==> src/rtl/router_output_arbiter.sv <==
// Round-robin arbiter with a one-entry output register for a single router
// output port. Every input handler (and the local cache path) that targets
// this direction raises req and holds its packet until granted. The winner
// is captured into the output register, which drains toward the downstream
// port under valid/ready handshaking, so packets are never dropped or
// duplicated.
module router_output_arbiter #(
  parameter int NUM_REQ      = 5,
  parameter int PACKET_WIDTH = 40
) (
  input  logic                            clk,
  input  logic                            reset,
  input  logic [NUM_REQ-1:0]              req,
  input  logic [NUM_REQ*PACKET_WIDTH-1:0] packetIn,
  output logic [NUM_REQ-1:0]              grant,
  output logic                            validOut,
  output logic [PACKET_WIDTH-1:0]         packetOut,
  input  logic                            downstreamReady,
  output logic                            busy
);

  localparam int PTR_W = (NUM_REQ > 1) ? $clog2(NUM_REQ) : 1;

  typedef enum logic {
    EMPTY = 1'b0,
    FULL  = 1'b1
  } state_t;

  state_t             state;
  logic [PTR_W-1:0]   ptr;
  logic               acc;
  logic               anyGrant;
  logic [PTR_W-1:0]   winIdx;
  logic [PTR_W:0]     sum;
  logic [PTR_W-1:0]   idx;

  // The register can take a new packet when it is free or is draining this cycle.
  assign acc  = (state == EMPTY) || (validOut && downstreamReady);
  assign busy = validOut;

  // Rotating priority search starting at ptr; reset masks all grants.
  always_comb begin
    anyGrant = 1'b0;
    winIdx   = '0;
    sum      = '0;
    idx      = '0;
    if (!reset && acc) begin
      for (int k = 0; k < NUM_REQ; k++) begin
        sum = {1'b0, ptr} + (PTR_W+1)'(k);
        if (sum >= (PTR_W+1)'(NUM_REQ)) begin
          sum = sum - (PTR_W+1)'(NUM_REQ);
        end
        idx = sum[PTR_W-1:0];
        if (!anyGrant && req[idx]) begin
          anyGrant = 1'b1;
          winIdx   = idx;
        end
      end
    end
    grant = anyGrant ? (NUM_REQ'(1) << winIdx) : '0;
  end

  // Output register, state and priority pointer. A grant in the same cycle as
  // a drain overwrites the old packet, giving one packet per cycle throughput.
  always_ff @(posedge clk) begin
    if (reset) begin
      state     <= EMPTY;
      validOut  <= 1'b0;
      packetOut <= '0;
      ptr       <= '0;
    end else if (anyGrant) begin
      state     <= FULL;
      validOut  <= 1'b1;
      packetOut <= packetIn[winIdx*PACKET_WIDTH +: PACKET_WIDTH];
      ptr       <= (winIdx == PTR_W'(NUM_REQ-1)) ? '0 : winIdx + 1'b1;
    end else if (validOut && downstreamReady) begin
      state     <= EMPTY;
      validOut  <= 1'b0;
    end
  end

endmodule
==> config.mk <==
export PLATFORM = sky130hd
export DESIGN_NAME = router_output_arbiter
export DESIGN_NICKNAME = d
export VERILOG_FILES = /design/src/rtl/router_output_arbiter.sv
export SDC_FILE = /design/constraint.sdc
export NUM_CORES = 1
export LEC_CHECK = 0
export ABC_AREA = 1
export CAP_MARGIN = 40
export CORE_MARGIN = 3
export CORE_UTILIZATION = 45
export CTS_BUF_LIST = sky130_fd_sc_hd__clkbuf_4
export DETAILED_ROUTE_END_ITERATION = 12
export PLACE_DENSITY = 0.95
export SYNTH_ARGS = -nofsm -noshare
export SYNTH_HDL_FRONTEND = slang
export SYNTH_SLANG_ARGS = --single-unit
==> constraint.sdc <==
create_clock -name clk -period 6.1 [get_ports clk]
set_clock_uncertainty 0.1 [all_clocks]
set_input_delay 1.22 -clock clk [delete_from_list [all_inputs] [get_ports clk]]
set_output_delay 1.22 -clock clk [all_outputs]
set_load 0.05 [all_outputs]
==> results.cfg, run 1 <==
[sta]
fin_ws_ns = 0.570
fmax_mhz = 181
slew_headroom_pct = 43.2
fin_crit_sh_pct = 90.7
period_needed_ns = 5.53
rsz0062_at_grt = no
whs_ns = 0.420
setup_viol = 0
tns_ns = 0
finalHoldViolCount = 0
slew_violations = 0
worst_pin_slew_ns = 0.852

[logic_synthesis]
synth_area_leaders = nand2_1, dfxtp_1, nand3_1, inv_1, a21oi_1
synthFlopType = dfxtp_1
synthTopCellsByCount = nand2_1, inv_1, nand3_1
ys_ff_latch = 44
synth_area_sq_mm = 0.00506
synth_most_common_cell = nand2_1
synth_top_area_cell = nand2_1
synth_edf_count = 0
syn_nets = 1168
synth-seq-area-share_pct = 17.4
async_flop_share_pct = 0
syn_inst = 947
ys_types = 36
avgSynthCellArea_sq_um = 5.34
synth_top_area_share_pct = 23.5
synth_warnings = 0

[grt]
grt_antenna_before_repair = 0
grtUsageTotal_pct = 28.2
grt_pass1_vias = 6111
grt-ovfl-total = 0
grt_max_degree = 81
grt_pass1_wl_mm = 29.4

[cts]
cts_resized = 0
htreeDepth = 2
postCtsSetupRepairBufs = 0
clock_sinks = 44
cts.clk_slew.worst_paths_ns = 0.15
clk_path_buf_depth = 2
ctsHoldBuffers = 0
clock_latency_ns = 0.37
cts_buffers = 5
cts_tree = done
root_buffer = clkbuf_4

[place]
placed_cells = 1295
pre_cts_ws_ns = 0.905
port_buffers = 254
gp_congestion = 0.988
dp_hpwl_mm = 13.9

[detailed_routing]
vias_per_cell = 5.05
drt_wl_total_mm = 18.4
drt-pass1-iter-count = 9
via_count = 6576
drt-initial-drc-count = 583
drc = 0
routedWlPerCell_microns = 14.1
ant_nets = 0

[final_layout]
fin_nets = 1383
fillers = 952
synthToLayoutAreaGrowth_pct = 52.4
antenna_cells = 0
final_cells = 1302
drive_gt1_share_pct = 3.87

[worst_setup_path]
crit_path_start_kind = flip-flop
slowest_delay_ns = 0.66
critical_path_arrival_ns = 4.21
worstPathCellList = inv_2 > ha_1 > ha_1 > inv_1 > a22oi_1 > o21ai_1 > nand2_2 > nand4_2 > nor2_4 > nor2_1 > nand2_4 > nand2_2 > inv_1 > ha_1 > nand2_1 > nor2_1 > buf_12
cp_common_cell = ha_1
crit_fanout = 23
cp-end-kind = output port
crit_family = simple AND/OR/NAND/NOR gates
worstSetupPathType = flip-flop to output port
cp_num_buf_inv = 4
crit_slowest_cell = dfxtp_1
cp_data_required_time_ns = 4.78

[hold_path]
worstHoldPathType = flip-flop to flip-flop

[die]
rows = 38
core_area_sq_mm = 0.0109
fp.dieW_microns = 112
initial_utilization_pct = 46.3
die_y_microns = 112
io_pins = 255
dieArea_sq_mm = 0.0126

[run_status]
status = finished clean

[flow_run]
cap_violations = 0
## logic make-up (layout without fill, tap and decap cells)
family	after synthesis	in the layout	synth area share, %
buffers and inverters	250	465	20.3
AO/OA/AOI/OAI	105	105	11.0
AND/OR/NAND/NOR	533	533	47.5
flip-flops	44	44	17.4
XOR/XNOR	2	2	0.495
adder cells (fa/ha/maj)	13	13	3.36
## flip-flops by register name, indices dropped and copies added, names as in the netlist
signal and count:
state 1, packetOut 40, ptr 3
## placed cells by master (no fill, tap or decap), types with 4 or more instances in the layout
cell type          n
buf_12             4
o21ai_1            5
nor2_1            11
nand2_1          317
nand3_1          145
nand3b_1          40
dfxtp_1           44
clkdlybuf4s50_1  249
ha_1              12
nand4_1            7
o21ai_0            5
inv_2              6
clkinv_1          38
a21oi_1           86
clkbuf_4           5
nand2_2            5
buf_4             11
inv_1            150
## metal layers
| layer | global-route usage [%] | routed length (microns) | vias up |
|---|---|---|---|
| li1 | - | - | 3347 |
| met1 | 34.2 | 7540 | 2899 |
| met2 | 49.9 | 8860 | 300 |
| met3 | 6.15 | 1580 | 30 |
| met4 | 8.73 | 401 | 0 |
| met5 | 0 | 0 | - |
## final timing paths
path                                       to           from  slack, ns  cells after the start
worst max-delay path                 grant[3]         ptr[0]       0.57                     17
worst min register to register  packetOut[32]  packetOut[32]       0.42                      2
worst min-delay path            packetOut[32]  packetOut[32]       0.42                      2
worst max register to register  packetOut[33]         ptr[0]       1.75                     20
## tightest hold or removal path: cells and delay by family, from the launching register on
kind | cells | cell delay, ns
DFF | 1 | 0.34
AOI/OAI and AO/OA | 2 | 0.15
## cell type report
cell class	count	area, sq um	share of cell area [%]
timing repair buffer	264	2660	34.4
clock buffer	5	37.5	0.487
tap	140	175	2.27
inverter	194	728	9.44
sequential	44	881	11.4
clock inverter	2	60.1	0.779
multi-input combinational	653	3180	41.2
## per-stage QoR
step,instance area (sq um),utilization (%)
2_1_floorplan,5060,-
3_3_place_gp,7620,69.6
3_5_place_dp,7620,69.6
4_1_cts,7710,70.5
5_1_grt,7710,70.5
6_report,7710,70.5
Power of run 1 is not shown: default switching activity piles up to over one toggle a cycle in this logic, so the estimate is an artifact.
==> run 2: changes to the inputs <==
- CORE_ASPECT_RATIO: unset -> 1.1
==> run 2 against run 1 <==
  * Maximum frequency rose by 2.9%
  * Sequential share of layout area up 0.080 points
  * Die area about the same
  * Worst setup slack improved by 0.15 ns
  * Sequential cell count is the same
  * Register-to-register slack better by 0.17 ns
  * Utilization increased by 1.1 points
  * Final area decreased by 0.70%
==> results.cfg, run 2 (same netlist as run 1, synthesis figures left out) <==
[cts]
clock_sinks = 44
htreeDepth = 2
ctsHoldBuffers = 0
cts_tree = done
cts_buffers = 5
cts_resized = 0
clk_path_buf_depth = 2
root_buffer = clkbuf_4
clock_latency_ns = 0.34
cts.clk_slew.worst_paths_ns = 0.13
postCtsSetupRepairBufs = 0

[detailed_routing]
drt_wl_total_mm = 19.3
ant_nets = 0
via_count = 6663
drc = 0
vias_per_cell = 5.10
drt-initial-drc-count = 443
drt-pass1-iter-count = 5
routedWlPerCell_microns = 14.8

[grt]
grt_max_degree = 81
grt_pass1_wl_mm = 29.8
grtUsageTotal_pct = 29.7
grt_pass1_vias = 6067
grt-ovfl-total = 0
grt_antenna_before_repair = 0

[final_layout]
post-route-cell-area_sq_mm = 0.00766
fillers = 876
largest_reg_flops = 40
top_register = packetOut
layout_commonest_cell = nand2_1
fin_nets = 1383
final_cells = 1306
layout_common_cells = nand2_1, clkdlybuf4s50_1, inv_1
layout_top_registers = packetOut x40, ptr x3, state x1
synthToLayoutAreaGrowth_pct = 51.3
drive_gt1_share_pct = 3.87

[die]
initial_utilization_pct = 47.4
fp.dieW_microns = 107
rows = 39
core_area_sq_mm = 0.0107
dieArea_sq_mm = 0.0126
die_y_microns = 117
io_pins = 255

[worst_setup_path]
critical_path_arrival_ns = 4.06
cp_data_required_time_ns = 4.78
cp-end-kind = output port
crit_path_start_kind = flip-flop
crit_fanout = 18
worstSetupPathType = flip-flop to output port

[sta]
setup_viol = 0
finalHoldViolCount = 0
fin_crit_sh_pct = 88.1
slew_violations = 0
slew_headroom_pct = 43.6
rsz0062_at_grt = no
period_needed_ns = 5.38
fmax_mhz = 186
tns_ns = 0
fin_ws_ns = 0.724
worst_pin_slew_ns = 0.847

[place]
dp_hpwl_mm = 15.0
port_buffers = 254
dpl_cell_area_sq_mm = 0.00761
gp_congestion = 0.951
pre_cts_ws_ns = 0.881
placed_cells = 1298

[flow_run]
cap_violations = 0

[run_status]
status = finished clean

[hold_path]
worstHoldPathType = flip-flop to flip-flop
[run 2: cell count changes in the layout (fill, tap and decap cells not counted), sizes merged]
cell / change
clkbuf: +1
bufinv: -2
diode: +1
clkinv: +1
[run 2: layout make-up]
class | instances | area, sq um | share of cell area (%)
Antenna cell | 1 | 2.50 | 0.0327
Clock inverter | 1 | 5.00 | 0.0653
Timing Repair Buffer | 264 | 2640 | 34.5
Multi-Input combinational cell | 653 | 3180 | 41.5
Tap cell | 143 | 179 | 2.34
Clock buffer | 6 | 45.0 | 0.588
Inverter | 194 | 728 | 9.51
Sequential cell | 44 | 881 | 11.5
[run 2: final timing paths]
path                                     from            end  slack, ns  depth (start not counted)
worst max-delay path                   ptr[1]       grant[4]       0.72                         18
worst max register to register         ptr[1]  packetOut[19]       1.92                         20
worst min register to register  packetOut[33]  packetOut[33]       0.42                          2
worst min-delay path            packetOut[33]  packetOut[33]       0.42                          2
[run 2: routing by layer]
| metal | wire, microns | track usage, % | vias to the layer above |
|---|---|---|---|
| li1 | - | - | 3347 |
| met2 | 9090 | 48.9 | 326 |
| met3 | 1590 | 6.42 | 74 |
| met5 | 0 | 0 | - |
| met1 | 7460 | 36.0 | 2916 |
| met4 | 1170 | 16.8 | 0 |
[run 2: through the flow]
stage	hold WS, ns	utilization, %
after floorplan	0.449	-
after global placement	0.393	71.2
after detailed placement	0.399	71.2
after CTS	0.423	71.7
after global routing	0.444	71.7
final	0.421	71.7
[run 2: worst max-delay path, cell delays in order, from the launching register on]
cell and delay (ns):
dfxtp_1 0.51, inv_1 0.21, ha_1 0.25, ha_1 0.40
inv_1 0.06, a22oi_1 0.32, o21ai_1 0.14, nand2_2 0.15
inv_2 0.06, nor2_2 0.14, nand2_1 0.07, nand3_1 0.07
nand2_1 0.13, nand2_1 0.12, nand3_2 0.37, ha_1 0.38
nand2_1 0.09, inv_1 0.08, buf_12 0.15
Power of run 2 is left out for the same reason.
